`src/rtl/params.sv`:
```
// Shared constants and the per-stage control word for multiply_add_acc.
package params;
    localparam int INPUT_SIZE = 8;   // default operand width
    localparam int ACC_SIZE   = 24;  // default result/accumulator width

    // Control that travels alongside each pipeline stage's data.
    typedef struct packed {
        logic valid;
        logic mode;   // 0 = pass, 1 = accumulate
        logic last;   // closes an accumulate group
    } stage_ctl_t;
endpackage

```
`src/rtl/maa_acc_stage.sv`:
```
// S3 of multiply_add_acc: output register, group accumulator and sticky
// overflow flag. Define MULTIPLY_ADD_ACC_SATURATE_EN to clamp the accumulator
// on overflow instead of wrapping.
module maa_acc_stage
    import params::*;
#(
    parameter int PROD_W = 17,
    parameter int ACC_W  = 24
) (
    input  logic              i_clock,
    input  logic              i_reset_n,
    input  logic              i_en,
    input  stage_ctl_t        i_ctl,
    input  logic [PROD_W-1:0] i_prod,
    output logic [ACC_W-1:0]  o_result,
    output logic              o_valid,
    output logic              o_ovf
);
    logic [ACC_W-1:0] r_acc;
    logic             r_sticky;

    logic [ACC_W-1:0] w_prod_ext;
    logic [ACC_W:0]   w_sum;
    logic             w_grp_ovf;
    logic [ACC_W-1:0] w_acc_next;

    assign w_prod_ext = ACC_W'(i_prod);
    assign w_sum      = {1'b0, r_acc} + {1'b0, w_prod_ext};
    // Overflow is sticky for the whole group: a carry now or any earlier one.
    assign w_grp_ovf  = r_sticky | w_sum[ACC_W];
`ifdef MULTIPLY_ADD_ACC_SATURATE_EN
    // Once the group has overflowed the accumulator stays pinned at max.
    assign w_acc_next = w_grp_ovf ? {ACC_W{1'b1}} : w_sum[ACC_W-1:0];
`else
    assign w_acc_next = w_sum[ACC_W-1:0];
`endif

    // Output register and accumulator; frozen whenever the pipeline stalls.
    always_ff @(posedge i_clock or negedge i_reset_n) begin
        if (!i_reset_n) begin
            r_acc    <= '0;
            r_sticky <= 1'b0;
            o_result <= '0;
            o_valid  <= 1'b0;
            o_ovf    <= 1'b0;
        end else if (i_en) begin
            if (i_ctl.valid && !i_ctl.mode) begin
                // Pass beat: open accumulation is left untouched.
                o_result <= w_prod_ext;
                o_valid  <= 1'b1;
                o_ovf    <= 1'b0;
            end else if (i_ctl.valid && i_ctl.last) begin
                o_result <= w_acc_next;
                o_valid  <= 1'b1;
                o_ovf    <= w_grp_ovf;
                r_acc    <= '0;
                r_sticky <= 1'b0;
            end else if (i_ctl.valid) begin
                r_acc    <= w_acc_next;
                r_sticky <= w_grp_ovf;
                o_valid  <= 1'b0;
            end else begin
                o_valid  <= 1'b0;
            end
        end
    end
endmodule

```
`src/rtl/multiply_add_acc.sv`:
```
// (A+B)*C pipeline with pass and group-accumulate modes. Three stages:
// S1 sum+C, S2 product, S3 accumulator/output (maa_acc_stage). A single
// global stall freezes everything while an output result is not taken.
// Build option: MULTIPLY_ADD_ACC_SATURATE_EN (saturating accumulator).
module multiply_add_acc
    import params::*;
#(
    parameter int IN_W  = INPUT_SIZE,
    parameter int ACC_W = ACC_SIZE
) (
    input  logic             clock,
    input  logic             reset_n,
    input  logic             in_valid,
    output logic             in_ready,
    input  logic [IN_W-1:0]  A,
    input  logic [IN_W-1:0]  B,
    input  logic [IN_W-1:0]  C,
    input  logic             mode,
    input  logic             in_last,
    output logic             out_valid,
    input  logic             out_ready,
    output logic [ACC_W-1:0] result,
    output logic             out_ovf
);
    localparam int PROD_W = 2*IN_W + 1;

    if (ACC_W < PROD_W) begin : g_bad_acc_w
        $error("multiply_add_acc: ACC_W must be >= 2*IN_W+1");
    end

    logic              w_stall;
    stage_ctl_t        r_s1_ctl, r_s2_ctl;
    logic [IN_W:0]     r_s1_sum;
    logic [IN_W-1:0]   r_s1_c;
    logic [PROD_W-1:0] r_s2_prod;

    assign w_stall  = out_valid && !out_ready;
    assign in_ready = !w_stall;

    // S1/S2: operand sum then product; bubbles flow through as valid=0.
    always_ff @(posedge clock or negedge reset_n) begin
        if (!reset_n) begin
            r_s1_ctl  <= '0;
            r_s1_sum  <= '0;
            r_s1_c    <= '0;
            r_s2_ctl  <= '0;
            r_s2_prod <= '0;
        end else if (!w_stall) begin
            r_s1_ctl  <= '{valid: in_valid, mode: mode, last: in_last};
            r_s1_sum  <= {1'b0, A} + {1'b0, B};
            r_s1_c    <= C;
            r_s2_ctl  <= r_s1_ctl;
            r_s2_prod <= PROD_W'(r_s1_sum) * PROD_W'(r_s1_c);
        end
    end

    maa_acc_stage #(
        .PROD_W (PROD_W),
        .ACC_W  (ACC_W)
    ) u_acc (
        .i_clock   (clock),
        .i_reset_n (reset_n),
        .i_en      (!w_stall),
        .i_ctl     (r_s2_ctl),
        .i_prod    (r_s2_prod),
        .o_result  (result),
        .o_valid   (out_valid),
        .o_ovf     (out_ovf)
    );
endmodule
```
`config.mk`:
```
export PLATFORM = sky130hd
export DESIGN_NAME = multiply_add_acc
export DESIGN_NICKNAME = d
export VERILOG_FILES = /design/src/rtl/params.sv /design/src/rtl/maa_acc_stage.sv /design/src/rtl/multiply_add_acc.sv
export SDC_FILE = /design/constraint.sdc
export NUM_CORES = 1
export LEC_CHECK = 0
export CAP_MARGIN = 20
export CORE_MARGIN = 4
export CORE_UTILIZATION = 38
export DETAILED_ROUTE_END_ITERATION = 7
export DONT_BUFFER_PORTS = 1
export MAX_ROUTING_LAYER = met4
export SLEW_MARGIN = 20
export SYNTH_ARGS = -nofsm -noshare
export SYNTH_HDL_FRONTEND = slang
export SYNTH_SLANG_ARGS = --single-unit
```
`constraint.sdc`:
```
create_clock -name clock -period 9.65 [get_ports clock]
set_clock_uncertainty 0.15 [all_clocks]
set_input_delay 0.4825 -clock clock [delete_from_list [all_inputs] [get_ports clock]]
set_output_delay 0.4825 -clock clock [all_outputs]
set_load 0.01 [all_outputs]
```
==> flow_summary_export.csv <==
group,metric,value,unit
synth,synth_ff_type,"dfrtp_1",
route,dr_wl_met2,7910,um
timing,min_period,4.91,ns
layout,final_nets,970,
cts,clk_pin_slew,0.07,ns
route,antenna_left,0,
timing,setup_slack,4.74,ns
global_route,grt_pass1_wl,30400,um
floorplanning,start_util,0.386,
placement,dp.cells,1086,
outcome,run_status,"complete, no violations",
synth,syn_area,7510,um^2
route,avgRoutedWirePerCell,16.1,um
placement,portBuffers,0,
layout,final_common_cell,"nand2_1",
setup_path,end_kind,"flop",
timing,fin_crit_sh,0.509,
floorplanning,dieArea,22100,um^2
route,vias,5917,
global_route,grt_util_all_layers,0.176,
floorplanning,pin_count,57,
synth,ys_warn_count,0,
placement,dpl_worst_slack,4.77,ns
timing,relSlewSlack,0.368,
route,dr.pass1.iters,5,
setup_path,path_max_fanout,10,
timing,worst_slew_pin_slew,0.947,ns
cts,cts_tree,"yes",
route,met1_length,8510,um
timing,finalMaxSlewViolations,0,
route,met3RoutedLength,947,um
route,wl,17700,um
cts,cts-buffers-inserted,9,
floorplanning,core_area,19500,um^2
timing,rsz0062_at_grt,"no",
cts,h-tree-depth,3,
layout,diodes,0,
synth,ys_seq_elements,91,
global_route,grt_pass1_vias,5774,
layout,finalNonFillerCells,1104,
setup_path,cp.required,9.78,ns
global_route,grt_overflow,0,
placement,gp_congestion,0.905,
cts,cts.repair.resized,0,
synth,syn_area_per_cell,8.85,um^2
global_route,antenna_found_initial,0,
cts,cts_root_buffer,"clkbuf_16",
job,cap_violations,0,
layout,layout-drive-gt1-share,0.0513,
cts,clk_path_buf_depth,2,
floorplanning,fp-row-count,51,
layout,most-common-layout-cells,"130 x nand2_1, 91 x dfrtp_1, 69 x inv_1",
synth,syn-num-nets,984,
min_path,min_path_type,"input port to flop",
timing,hold_viol,0,
floorplanning,die_y,149,um
placement,dpl.hpwl,12900,um
route,drt-vias-per-instance,5.36,
timing,fmax,204,MHz
synth,synthArstFlopShare,1.00,
setup_path,critical_path_class,"flop to flop",
synth,ys_types,67,
cts,post_cts_buffers,0,
cts,clk_latency,0.36,ns
setup_path,startpoint_type,"flop",
floorplanning,fp.dieW,149,um
route,post-route-drc-count,0,
placement,placed_area,7760,um^2
route,top_layer_used,"met4",
synth,synth_edf_count,0,
timing,finalSetupViolations,0,
layout,area_growth,8.03,%
setup_path,critical_path_arrival,5.04,ns
route,drtIter0Drc,428,
synth,netlist_instances,848,
timing,tns,0,ns
synth,synth-seq-area-share,0.303,
layout,final_area,8110,um^2
global_route,grt_max_degree,92,
cts,clock_sinks,91,
[worst max-delay path, cell delays in order (launching register included)]
cell      delay, ns
dfrtp_1        0.51
nand2_1        0.12
fa_1           0.50
fa_1           0.55
inv_1          0.06
fa_1           0.52
inv_1          0.05
fa_1           0.53
inv_1          0.04
ha_1           0.34
o311ai_0       0.35
nor2_1         0.11
a221oi_2       0.39
a21oi_1        0.13
or3_1          0.32
a31oi_1        0.16
[per-layer routing]
metal,up-vias,GRT usage
met3,24,0.0268
li1,2894,-
met5,-,-
met1,2860,0.247
met2,139,0.264
met4,0,0.0582
[worst paths after layout]
| path | startpoint | endpoint | slack [ns] | cells past startpoint |
|---|---|---|---|---|
| setup / recovery | r_s1_c[6] | r_s2_prod[16] | 4.74 | 15 |
| hold / removal | in_valid | r_s1_ctl[2] | 0.1 | 2 |
| setup reg to reg | r_s1_c[6] | r_s2_prod[16] | 4.74 | 15 |
| hold reg to reg | r_s1_ctl[2] | r_s1_ctl[2] | 0.33 | 2 |
| max in group asynchronous | reset_n | r_s1_c[0] | 8.38 | 2 |
| min in group asynchronous | reset_n | u_acc.r_acc[7] | 0.61 | 2 |
[synth_stat cells (all sizes together), types with 3 or more instances]
library cell | instances | share of area
a21oi | 48 | 0.034
a31oi | 6 | 0.0050
fa | 44 | 0.12
nand2b | 3 | 0.0025
buf | 6 | 0.0045
o211ai | 6 | 0.0060
a211oi | 12 | 0.013
nor4b | 3 | 0.0035
o41a | 3 | 0.0045
clkbuf | 27 | 0.014
a21o | 14 | 0.014
xnor2 | 16 | 0.019
nor3 | 17 | 0.013
inv | 70 | 0.035
ha | 62 | 0.10
or3 | 9 | 0.0082
xor2 | 10 | 0.012
o21a | 10 | 0.010
a22o | 6 | 0.0070
a32o | 3 | 0.0040
o21ai | 41 | 0.027
dfrtp | 91 | 0.30
o211a | 4 | 0.0053
o21bai | 5 | 0.0050
nand3 | 23 | 0.015
nor2b | 7 | 0.0058
o31ai | 12 | 0.012
and3 | 10 | 0.0090
nor3b | 3 | 0.0030
nand2 | 130 | 0.065
nor2 | 48 | 0.025
and2 | 61 | 0.051
o311ai | 5 | 0.0058
nand4b | 3 | 0.0035
[repair_timing]
action                                  CTS  global route
hold endpoints to repair                 91             0
endpoints found under the setup margin    0             0
hold buffers                              2             0
[cell families (layout without fill, tap and decap cells)]
family	Yosys count	in the layout	share of synthesized area
adders and majority gates	106	106	0.221
muxes	2	2	0.00267
buffers and inverters	103	94	0.0530
AOI/OAI and AO/OA	191	191	0.174
xor gates and xnor gates	26	26	0.0303
and+or+nand+nor	329	329	0.217
DFF	91	91	0.303
[through the flow]
stage	hold slack, ns	util
finish	0.0995	0.417
global route	0.109	0.417
CTS	0.0845	0.417
detailed placement	0.0398	0.399
global placement	0.0398	0.399
floorplan	0.0369	-
[registers in the layout, indices dropped and copies added, names as in the netlist]
signal,flops
u_acc.r_acc,24
r_s2_prod,17
r_s1_c,8
u_acc.o_valid,1
u_acc.o_ovf,1
u_acc.o_result,24
r_s1_sum,9
r_s1_ctl,3
u_acc.r_sticky,1
r_s2_ctl,3
[final cells by class]
cell class	instances	area, um^2
flip-flops and latches	91	2280
inverters	70	263
multi-input cells	654	4850
clock inverters	6	70.1
fillers	1946	11400
clock buffers	10	239
repair buffers	8	82.6
well taps	265	332
Power is not shown: default switching activity piles up to over one toggle a cycle in this logic, so the estimate is an artifact.
